$ cat src/rtl/axis_sample_packer_pkg.sv
// Shared constants and helpers for the serial-to-parallel sample packer.
package axis_sample_packer_pkg;

  // Width of the m_axis tuser sideband (carries the frame tag when enabled).
  localparam int TUSER_W = 8;

  // Counter width that stays legal when the count range collapses to one value.
  function automatic int cnt_w(input int n);
    return (n > 1) ? $clog2(n) : 1;
  endfunction

endpackage

$ cat src/rtl/axis_sample_packer.sv
// axis_sample_packer: packs a serial real-sample AXI-Stream into packets of
// SAMP_PER_CLK complex lanes (re = sample, im = 0), with tlast on the last
// packet of each FFT_LEN-sample frame.
// Lane layout of m_axis_tdata[i]: {im, re}, each WIDTH bits.
// Optional: define SAMPLE_PACKER_FRAME_TAG_EN to carry a frame counter on tuser.
module axis_sample_packer
  import axis_sample_packer_pkg::*;
#(
  parameter int WIDTH        = 16,
  parameter int SAMP_PER_CLK = 4,
  parameter int FFT_LEN      = 16
) (
  input  logic                                    clk,
  input  logic                                    rst,
  input  logic [WIDTH-1:0]                        s_axis_tdata,
  input  logic                                    s_axis_tvalid,
  output logic                                    s_axis_tready,
  output logic [SAMP_PER_CLK-1:0][2*WIDTH-1:0]    m_axis_tdata,
  output logic                                    m_axis_tvalid,
  input  logic                                    m_axis_tready,
  output logic                                    m_axis_tlast,
  output logic [TUSER_W-1:0]                      m_axis_tuser
);

  localparam int NPKT   = FFT_LEN / SAMP_PER_CLK;
  localparam int LANE_W = cnt_w(SAMP_PER_CLK);
  localparam int PKT_W  = cnt_w(NPKT);
  localparam logic [LANE_W-1:0] LAST_LANE = LANE_W'(SAMP_PER_CLK - 1);
  localparam logic [PKT_W-1:0]  LAST_PKT  = PKT_W'(NPKT - 1);

  logic [LANE_W-1:0]                     lane_cnt;
  logic [PKT_W-1:0]                      pkt_cnt;
  logic                                  out_vld;
  logic                                  out_last;
  logic [SAMP_PER_CLK-1:0][2*WIDTH-1:0]  asm_q;
  logic [SAMP_PER_CLK-1:0][2*WIDTH-1:0]  out_q;
  logic [SAMP_PER_CLK-1:0][2*WIDTH-1:0]  pkt_next;
  logic [2*WIDTH-1:0]                    samp_cx;
  logic                                  last_lane;
  logic                                  accept;
  logic                                  pkt_done;

  assign samp_cx   = {{WIDTH{1'b0}}, s_axis_tdata};
  assign last_lane = (lane_cnt == LAST_LANE);
  // Only the final lane of a packet needs room in the output register, so
  // earlier lanes keep flowing even while the output is stalled.
  assign s_axis_tready = rst & (~last_lane | ~out_vld | m_axis_tready);
  assign accept    = s_axis_tvalid & s_axis_tready;
  assign pkt_done  = accept & last_lane;

  assign m_axis_tvalid = out_vld;
  assign m_axis_tdata  = out_q;
  assign m_axis_tlast  = out_last;

  // Completed packet: stored lanes plus the sample arriving into the last lane.
  always_comb begin
    pkt_next = asm_q;
    pkt_next[SAMP_PER_CLK-1] = samp_cx;
  end

  // Lane assembly and lane counter.
  always_ff @(posedge clk or negedge rst) begin
    if (!rst) begin
      lane_cnt <= '0;
      asm_q    <= '0;
    end else if (accept) begin
      asm_q[lane_cnt] <= samp_cx;
      lane_cnt        <= last_lane ? '0 : lane_cnt + LANE_W'(1);
    end
  end

  // Output register, valid flag and per-frame packet counter.
  always_ff @(posedge clk or negedge rst) begin
    if (!rst) begin
      out_q    <= '0;
      out_vld  <= 1'b0;
      out_last <= 1'b0;
      pkt_cnt  <= '0;
    end else if (pkt_done) begin
      out_q    <= pkt_next;
      out_vld  <= 1'b1;
      out_last <= (pkt_cnt == LAST_PKT);
      pkt_cnt  <= (pkt_cnt == LAST_PKT) ? '0 : pkt_cnt + PKT_W'(1);
    end else if (m_axis_tready) begin
      out_vld  <= 1'b0;
    end
  end

`ifdef SAMPLE_PACKER_FRAME_TAG_EN
  logic [TUSER_W-1:0] frame_cnt;
  logic [TUSER_W-1:0] tuser_q;

  // Tag each packet with its frame number; advance after the frame's tlast packet.
  always_ff @(posedge clk or negedge rst) begin
    if (!rst) begin
      frame_cnt <= '0;
      tuser_q   <= '0;
    end else if (pkt_done) begin
      tuser_q <= frame_cnt;
      if (pkt_cnt == LAST_PKT) frame_cnt <= frame_cnt + TUSER_W'(1);
    end
  end

  assign m_axis_tuser = tuser_q;
`else
  assign m_axis_tuser = '0;
`endif

endmodule
$ cat config.mk
export PLATFORM = sky130hd
export DESIGN_NAME = axis_sample_packer
export DESIGN_NICKNAME = d
export VERILOG_FILES = /design/src/rtl/axis_sample_packer_pkg.sv /design/src/rtl/axis_sample_packer.sv
export SDC_FILE = /design/constraint.sdc
export NUM_CORES = 1
export LEC_CHECK = 0
export CORE_MARGIN = 10
export CORE_UTILIZATION = 42
export DETAILED_ROUTE_END_ITERATION = 16
export GPL_ROUTABILITY_DRIVEN = 0
export PLACE_DENSITY = 0.76
export RECOVER_POWER = 25
export SLEW_MARGIN = 20
export SYNTH_ARGS = -nofsm -noshare
export SYNTH_HDL_FRONTEND = slang
export SYNTH_SLANG_ARGS = --single-unit
export TNS_END_PERCENT = 10
$ cat constraint.sdc
create_clock -name clk -period 1.9 [get_ports clk]
set_input_delay 0.57 -clock clk [delete_from_list [all_inputs] [get_ports clk]]
set_output_delay 0.57 -clock clk [all_outputs]
set_load 0.02 [all_outputs]
# == Yosys cells after proc, flatten, opt, wreduce, memory -nomap -nowiden ==
# Cells that the tools add are included.
# word_totals
register_bits,246
input_bits,20
output_inout_bits,139
word_cells,34
# op_classes
addsub,2
magnitude_cmp,2
n_eq_ne,2
muxes,7
n_bitwise,7
n_reduce_logical,2
# ops
cell,count
bitwise mux 128 bit,1
demux 32 bit (select 2 bit),1
two-way mux 32 bit,1
adder 2 x 1 -> 2 bit (second input constant),2
== test 2 bit (second input constant),2
two-way mux 2 bit,2
bitwise AND 1 bit,3
< comparator 2 x 3 -> 1 bit (second input constant),1
greater-or-equal comparator 2 x 1 -> 1 bit (second input constant),1
two-way mux 1 bit,2
inverter 1 bit,2
bitwise OR 1 bit,2
nonzero test 2 bit,1
logical AND 1 bit,1

# == Logic depth before layout (Yosys ltp) ==
# Gate-level depths: netlist of the first run.
# logic_depth
depth_word,8
mapped_depth,6
mapped_depth_nobuf,4

# == Least setup slack after synthesis of the first run ==
# No wires, ideal clock.
# synth_timing
path_kind,register to register
start,register lane_cnt[0]
end,register asm_q[0] in the netlist's numbering
setup_time_ns,0.125
arrival_time_ns,1.743
required_ns,1.775
path_slack_ns,0.033
stages_incl_launch_ff,7
path_buffers,2
synth_period_minus_slack_ns,1.867
path_cell_list,dfrtp_1 ha_1 and3b_1 buf_6 nor3b_4 buf_6 mux2_2
# synth_via
elab_chain_len,6
word_cells_on_any_way,12
classes_between,order compare: 2; eq/ne: 1; mux: 3; bitwise: 5; reduce/logical: 1
# synth_rtl
item,line_no,source
from (decl),axis_sample_packer.sv:31,logic [LANE_W-1:0] lane_cnt;
from (signal assigned),axis_sample_packer.sv:68,lane_cnt <= last_lane ? '0 : lane_cnt + LANE_W'(1);
branches (longest 6 deep; another with < comparator 2 x 3 -> 1 bit),n/a,
"to (signal, indexed assignment)",axis_sample_packer.sv:67,asm_q[lane_cnt] <= samp_cx;
to (decl),axis_sample_packer.sv:35,logic [SAMP_PER_CLK-1:0][2*WIDTH-1:0] asm_q;
# Several ways; the timed one is not identified.
# A chain may end at the register's enable or synchronous reset.

# == Worst setup path in the final report of the first run ==
# layout_timing
start,register lane_cnt[0]
end,output s_axis_tready
# layout_via
elab_chain_len,5
# layout_rtl
item,line_no,source
== test 2 bit,axis_sample_packer.sv:44,assign last_lane = (lane_cnt == LAST_LANE);
inverter 1 bit,axis_sample_packer.sv:47,assign s_axis_tready = rst & (~last_lane | ~out_vld | m_axis_tready);
bitwise OR 1 bit (2 in a row),axis_sample_packer.sv:47,
bitwise AND 1 bit,axis_sample_packer.sv:47,
to (decl),axis_sample_packer.sv:17,"output logic s_axis_tready,"
# No other way between the ends.

==> results of run 1 <==
synth_stat cells (all sizes together):
master | number | area share (%)
nor3 | 1 | 0.099
conb | 1 | 0.074
ha | 5 | 1.2
buf | 83 | 12
o21bai | 1 | 0.15
nor3b | 3 | 1.1
nor2 | 2 | 0.15
dfrtp | 118 | 58
mux2 | 116 | 26
nand2b | 1 | 0.12
and3b | 1 | 0.17
nand2 | 2 | 0.15
nor2b | 1 | 0.12
nand4 | 1 | 0.12
inv | 2 | 0.15
area by class of cell:
| cell class | count | area (um^2) | area share (%) |
|---|---|---|---|
| flip-flops and latches | 118 | 2950 | 45.9 |
| multi-input cells | 206 | 1760 | 27.3 |
| repair buffers | 111 | 997 | 15.5 |
| clock buffers | 27 | 493 | 7.65 |
| well taps | 147 | 184 | 2.86 |
| clock inverters | 4 | 45.0 | 0.699 |
| inverters | 2 | 7.51 | 0.117 |
registers in the layout, summed over array words and instances, names as in the netlist:
signal,cells
asm_q,48
lane_cnt,2
m_axis_tdata,64
m_axis_tlast,1
m_axis_tvalid,1
pkt_cnt,2
layout by cell type, fill, tap and decap left out, drive strengths merged:
cell           netlist  routed
conb                 1      72
o21bai               1       1
inv                  2       2
nand4                1       1
nor3                 1       1
nand2b               1       1
nand2                2       2
clkdlybuf4s50        0      17
nor3b                3       3
dfrtp              118     118
ha                   5       5
nor2                 2       2
nor2b                1       1
mux2               116     116
clkbuf               0      28
and3b                1       1
dlygate4sd2          0      67
bufinv               0       1
buf                 83      26
clkinv               0       3
per-stage QoR:
step	power (W)	std cells	utilization, %
3_5_place_dp	0.00874	583	50.0
6_report	0.0111	615	54.1
3_3_place_gp	0.00853	583	50.0
2_1_floorplan	0.00676	409	-
5_1_grt	0.0117	615	54.1
4_1_cts	0.0112	616	54.1
routing by layer:
layer  up-vias  wire length [um]  global-route usage, %
met4         0               132                   4.56
met3         8              1220                   7.30
met5         -                 0                      0
met1      1407              3780                   12.4
met2       109              5290                   21.7
li1       1247                 -                      -
where the power goes:
part	switching (W)	total [W]	internal [W]
sequential	0.000596	0.00436	0.00377
clock	0.00102	0.00290	0.00188
combinational	0.00196	0.00379	0.00183
total	0.00357	0.0111	0.00748
worst paths after layout:
path	start	to	slack [ns]
worst max-delay path	lane_cnt[0]$_DFFE_PN0P_	s_axis_tready	-0.10
worst min-delay path	rst	asm_q[45]$_DFFE_PN0P_	0.23
worst max register to register	lane_cnt[0]$_DFFE_PN0P_	asm_q[76]$_DFFE_PN0P_	0.09
worst min register to register	asm_q[69]$_DFFE_PN0P_	asm_q[69]$_DFFE_PN0P_	0.48
max in group asynchronous	rst	m_axis_tdata[107]$_DFFE_PN0P_	0.54
min in group clk	asm_q[69]$_DFFE_PN0P_	asm_q[69]$_DFFE_PN0P_	0.48
worst max-delay path: stages, from the launching register on:
cell and delay [ns]:
dfrtp_1 0.38, ha_2 0.19, and3b_1 0.17, nor2b_1 0.13, buf_4 0.16
cell families (layout without fill, tap and decap cells):
group | Yosys count | in the layout | share of synthesized area (%)
adder cells (fa/ha/maj) | 5 | 5 | 1.24
flip-flops | 118 | 118 | 58.3
multiplexers | 116 | 116 | 25.8
AO/OA/AOI/OAI | 1 | 1 | 0.148
buffers and inverters | 85 | 144 | 12.4
other | 1 | 72 | 0.0740
AND/OR/NAND/NOR | 12 | 12 | 2.05
what timing repair did:
action | CTS | global route
setup buffers | 2 | 0
setup endpoints to repair | 70 | 49
pin swaps | 3 | 3
gates resized for setup | 77 | 3
==> summary.txt, run 1 <==
CTS
  • CTS root buf: clkbuf_16
  • Worst-case clock buffer depth: 2
  • CTS Buf Count: 17
  • H-tree depth reported by CTS: 4
  • Clk pin slew, worst setup/hold paths: 0.05 ns
  • Worst-Skew Late Latency: 0.41 ns
  • Total clock sinks: 118
  • CTS tree: built
  • Hold_buf cts: 0

Placement
  • Placed cell areas: 0.00596 mm^2
  • IO Port Bufs: 86
  • Post-DP HPWL: 7680 um
  • Place WS: -0.637 ns

Floorplanning
  • Starting Density: 42.5%
  • Top Ports: approximately 160
  • Core area: 0.0119 mm^2
  • Die Width: 130 um
  • Die area: roughly 0.017 mm^2
  • DIE HEIGHT: 130 um
  • Row Count: 40

Global routing
  • Global-route wire length before repair: 16,200 um
  • Vias in the first global route: 3,085
  • Total gr overflow: 0
  • Initial antenna violation count: 0
  • GRT Total Usage: between 10% and 20%
  • Pin count of the biggest net entering global routing: 54

Timing
  • Fmax: 500 MHz
  • Crit share post-route: 105%
  • Pins Over Slew Limit: 0
  • Clk_skew: roughly 0.0051 ns
  • Setup violations, final: 1
  • Setup TNS: -0.102 ns
  • Hold Slack: 0.233 ns
  • Setup WS post-layout: -0.102 ns
  • Worst Max-Slew Pin Slew: 0.684 ns
  • Unrepaired setup endpoints after global routing: true
  • Hold Fails Final Rpt: 0
  • Slew HR: 54.4%
  • Final Critical Period: 2.00 ns

Layout
  • Design Area, Final: 0.00644 mm^2
  • Final net count: 481
  • Antenna cells: 0
  • Fillers: 1,012
  • Share of cells above drive strength 1: 32.7%
  • P&R area growth vs syn: 27.1%

Flow run
  • Max cap viols: 0

Outcome
  • Violated checks: negative setup slack
  • Status: complete, but fails checks

Critical path
  • Worst endpoint data arrival time: 1.43 ns
  • Worst Reg-to-Reg Cells: 6
  • Worst setup EP type: primary output
  • Critical Path Source Type: flip-flop
  • Critical path fanouts, max: 2
  • Worst Path Class, Setup: reg -> out
  • Critical Path RT: between 1 and 1.5 ns

Yosys
  • Yosys reg bits: between 100 and 150
  • Gate Count Post-Synth: 338
  • Synth cell types: 18
  • Synth Warn #: 0
  • Post-synthesis sequential area ratio: roughly three fifths
  • Syn_area_per_cell: roughly 15 um^2
  • Post-Syn Area: around 0.005 mm^2

Route
  • Drt initial violations: 75
  • Via count: roughly 2,800
  • First-pass DRT Iterations: 4
  • Drt wl/cell: 17.0 um
  • Final Routed Wirelength: roughly 10,000 um
  • Via density: approximately 4.5
  • Antenna Nets Post-Route: 0
  • DRC violations left: 0

Pwr
  • PwrDens: 1720 mW/mm^2
  • Worst vdd ir: 965 uV
  • Lkg Pwr: 3.16 nW

Min path
  • Min-delay worst type: in -> async
No activity file was read; power rests on OpenSTA's default activity.
==> run 2, diff against run 1 <==
--- a/config.mk
+++ b/config.mk
@@ -5,11 +5,12 @@
 export SDC_FILE = /design/constraint.sdc
 export NUM_CORES = 1
 export LEC_CHECK = 0
-export CORE_MARGIN = 10
-export CORE_UTILIZATION = 42
+export ABC_AREA = 1
+export ABC_CLOCK_PERIOD_IN_PS = 1900
+export CORE_UTILIZATION = 43
 export DETAILED_ROUTE_END_ITERATION = 16
 export GPL_ROUTABILITY_DRIVEN = 0
-export PLACE_DENSITY = 0.76
+export PLACE_DENSITY = 0.77
 export RECOVER_POWER = 25
 export SLEW_MARGIN = 20
 export SYNTH_ARGS = -nofsm -noshare
==> summary.txt, run 2 <==
Layout
  • Most frequent cells in the layout: nand2_1, dfrtp_1, conb_1, inv_1, dlygate4sd2_1
  • Fillers: 1,119 (+11%)
  • Sequential Area: 0.00295 mm^2 (unchanged)
  • Commonest non-fill, non-tap cell in the layout: nand2_1
  • Largest register FFs: 64 (unchanged)
  • Final net count: 710 (+48%)
  • Area occupied by multi-input gates: 0.00170 mm^2 (-3.3%)
  • P&R area growth vs syn: 24.8%
  • Antenna cells: 0 (unchanged)
  • Fin util: 55.4% (+1.3 points)
  • Share of cells above drive strength 1: 8.32% (-24 points)

Flow run
  • Max cap viols: 0 (unchanged)

CTS
  • Worst-case clock buffer depth: 2 (unchanged)
  • Total clock sinks: 118 (unchanged)
  • CTS tree: built
  • H-tree depth reported by CTS: 4 (unchanged)
  • CTS root buf: clkbuf_16
  • CTS Buf Count: 17 (unchanged)
  • Clk pin slew, worst setup/hold paths: 0.05 ns (about the same)
  • Worst-Skew Late Latency: 0.41 ns (about the same)
  • Post-CTS setup buffer count: 0 (-2)
  • Hold_buf cts: 0 (unchanged)

Critical path
  • Worst path slowest cell: dfrtp_1
  • Critical path fanouts, max: 2 (unchanged)
  • Crit-path cells: ha_2 > nand2_2 > nor2_4 > nor2_4 > buf_6
  • Cell mode on critical path: nor2_4
  • Crit path max-delay family: flip-flops
  • Worst setup EP type: primary output
  • Max incr delay on CP: 0.39 ns (about the same)
  • Critical Path Source Type: flip-flop
  • Critical Path RT: 1.33 ns (about the same)
  • Buf/Inv on CP: 1 (unchanged)
  • Worst endpoint data arrival time: 1.36 ns (-0.07 ns)
  • Worst Path Class, Setup: reg -> out

Timing
  • Setup violations, final: 1 (unchanged)
  • Setup WS post-layout: -0.0272 ns (+0.0743 ns)
  • Hold Slack: 0.143 ns (-0.0896 ns)
  • Pins Over Slew Limit: 0 (unchanged)
  • Fmax: 519 MHz (+3.9%)
  • Final Critical Period: 1.93 ns (-0.0743 ns)
  • Worst Max-Slew Pin Slew: 1.02 ns (+0.334 ns)
  • Clk_skew: 0.0109 ns (+0.00581 ns)
  • Unrepaired setup endpoints after global routing: true
  • Crit share post-route: 101% (-3.9 points)
  • Slew HR: 32.2% (-22 points)
  • Hold Fails Final Rpt: 0 (unchanged)

Route
  • Final Routed Wirelength: 11,900 um (+14%)
  • Drt initial violations: 316 (+320%)
  • Via count: 4,002 (+44%)
  • Via density: 4.63 (+2.7%)
  • Drt wl/cell: 13.8 um (-19%)
  • Antenna Nets Post-Route: 0 (unchanged)
  • First-pass DRT Iterations: 5 (+1)
  • DRC violations left: 0 (unchanged)

Placement
  • Post-DP HPWL: 8000 um (+4.1%)
  • Place WS: -0.489 ns (+0.148 ns)
  • IO Port Bufs: 86 (unchanged)

Yosys
  • Most frequent cell after synthesis: nand2_1
  • Synth Area in Simple Gates: 19.0% (+17 points)
  • Yosys reg bits: 118 (unchanged)
  • Post-Synth XOR/XNOR Area: 0% (unchanged)
  • Post-Syn Area: 0.00538 mm^2 (+6.2%)
  • Share of the synthesized area in the top cell type: 54.9% (-3.4 points)
  • Synth cell types: 20 (+2)
  • Post-synth top cells: nand2_1, dfrtp_1, buf_4, inv_1, nand4_1
  • Synth Warn #: 0 (unchanged)
  • Syn_area_per_cell: 9.01 um^2 (-40%)
  • Post-synthesis mux area share: 0% (-26 points)
  • FFs w/ async S/R, synth: 100% (unchanged)
  • Largest family of logic cells by synthesized area: simple AND/OR/NAND/NOR gates
  • Post-synth top flop: dfrtp_1
  • Post-Synth Adder-Cell Area: 1.16% (-0.072 points)
  • Post-synth EDFFs: 0 (unchanged)
  • Post-synthesis compound-gate area fraction: 6.24% (+6.1 points)
  • Top cells by area, synth: dfrtp_1, nand2_1, buf_4, nand4_1, inv_1
  • Gate Count Post-Synth: 597 (+77%)
  • Area leader, netlist: dfrtp_1
  • Post-synthesis sequential area ratio: 54.9% (-3.4 points)

Pwr
  • Pwr Total: 0.0110 W (-0.85%)
  • Combinational power share: 31.0% (-3.3 points)
  • PwrDens: 1630 mW/mm^2 (-4.8%)
  • Lkg Pwr: 3.70 nW (+17%)
  • Worst vdd ir: 719 uV (-25%)
  • P_int: 0.00717 W (-4.2%)
  • Flop pwr share: 37.8% (-1.7 points)
  • NetSw: 0.00379 W (+6.1%)
  • Clock power frac: 31.2% (+4.9 points)
  • Switching power share of the total: 34.6% (+2.3 points)

Min path
  • Min-delay worst type: in -> async

Outcome
  • Violated checks: negative setup slack
  • Status: complete, but fails checks

Global routing
  • Grt peak-use layer: met2
  • Global-route wire length before repair: 19,200 um (+18%)
  • GRT Total Usage: 19.4% (+6.8 points)
  • Total gr overflow: 0 (unchanged)
  • Met2 Track Usage GR: 30.2% (+8.5 points)
  • Initial antenna violation count: 0 (unchanged)
  • Pin count of the biggest net entering global routing: 113 (+110%)
  • Vias in the first global route: 3,886 (+26%)
  • GR Util met3: 5.79% (-1.5 points)
  • GR Util met1: 25.1% (+13 points)

Floorplanning
  • Row Count: 40 (unchanged)
  • Die Width: 114 um (-12%)
  • Starting Density: 44.4% (+1.9 points)
  • Top Ports: 159 (unchanged)
  • DIE HEIGHT: 114 um (-12%)
  • Core area: 0.0121 mm^2 (+1.7%)
  • Die area: 0.0130 mm^2 (-23%)
-- run 2: cell count changes in the layout (fill, tap and decap cells not counted), moves of 4 or more --
cell and delta:
buf_4 -4, clkbuf_1 -6, inv_1 +67, mux2_1 -18
mux2_2 -96, nand2_1 +168, nand4_1 +50, o21ai_0 +17
o21ai_1 +50
-- run 2: final cells by class --
| cell class | instances | share of cell area (%) |
|---|---|---|
| Multi-Input combinational cell | 374 | 25.4 |
| Tap cell | 168 | 3.13 |
| Clock buffer | 23 | 7.42 |
| Timing Repair Buffer | 104 | 14.0 |
| Inverter | 70 | 3.92 |
| Sequential cell | 118 | 44.0 |
| Clock inverter | 8 | 2.14 |
-- run 2: logic make-up (layout without fill, tap and decap cells) --
group	after synthesis	after routing
AOI/OAI and AO/OA	67	67
buffers and inverters	176	205
other	1	72
DFF	118	118
adders and majority gates	5	5
and+or+nand+nor	230	230
-- run 2: per-stage QoR --
step / setup TNS (ns) / cells / instance area (um^2)
final: -0.0272 / 865 / 6710
after CTS: -0.0750 / 865 / 6700
after floorplan: 0 / 668 / 5640
after detailed placement: -2.93 / 834 / 6140
after global routing: -0.0810 / 865 / 6710
after global placement: -0.850 / 834 / 6140
-- run 2: worst paths after layout --
kind / endpoint / cells past startpoint / slack, ns / startpoint
worst max-delay path: s_axis_tready / 5 / -0.03 / lane_cnt[0]$_DFFE_PN0P_
worst min-delay path: asm_q[8]$_DFFE_PN0P_ / 2 / 0.14 / rst
worst max register to register: lane_cnt[1]$_DFFE_PN0P_ / 8 / 0.24 / lane_cnt[0]$_DFFE_PN0P_
worst min register to register: asm_q[74]$_DFFE_PN0P_ / 2 / 0.48 / asm_q[74]$_DFFE_PN0P_
max in group asynchronous: m_axis_tdata[66]$_DFFE_PN0P_ / 3 / 0.51 / rst
min in group clk: asm_q[74]$_DFFE_PN0P_ / 2 / 0.48 / asm_q[74]$_DFFE_PN0P_
-- run 2: metal layers --
metal | wire (um) | vias to the layer above
li1 | - | 1928
met1 | 4920 | 1903
met2 | 5830 | 159
met3 | 1020 | 12
met4 | 143 | 0
met5 | 0 | -
-- run 2: worst register-to-register path, cell delays in order, from the launching register on --
cell and delay [ns]:
dfrtp_1 0.39, ha_2 0.21, nand2_2 0.09, nor2_4 0.04, nor2_4 0.09, buf_4 0.42
nand2_1 0.15, nand2_1 0.09, nand2_1 0.05
-- run 2: what timing repair did --
item | CTS | global route
gates cloned | 0 | 0
gates resized for setup | 72 | 5
setup endpoints to repair | 67 | 1
-- run 2: power groups by stage --
| stage | registers [W] | logic, W | clock network, W |
|---|---|---|---|
| after floorplan | 0.00475 | 0.00160 | 0 |
| after global placement | 0.00417 | 0.00367 | 0 |
| after detailed placement | 0.00419 | 0.00379 | 0 |
| after global routing | 0.00427 | 0.00376 | 0.00361 |
| after CTS | 0.00415 | 0.00344 | 0.00349 |
| final | 0.00414 | 0.00340 | 0.00342 |
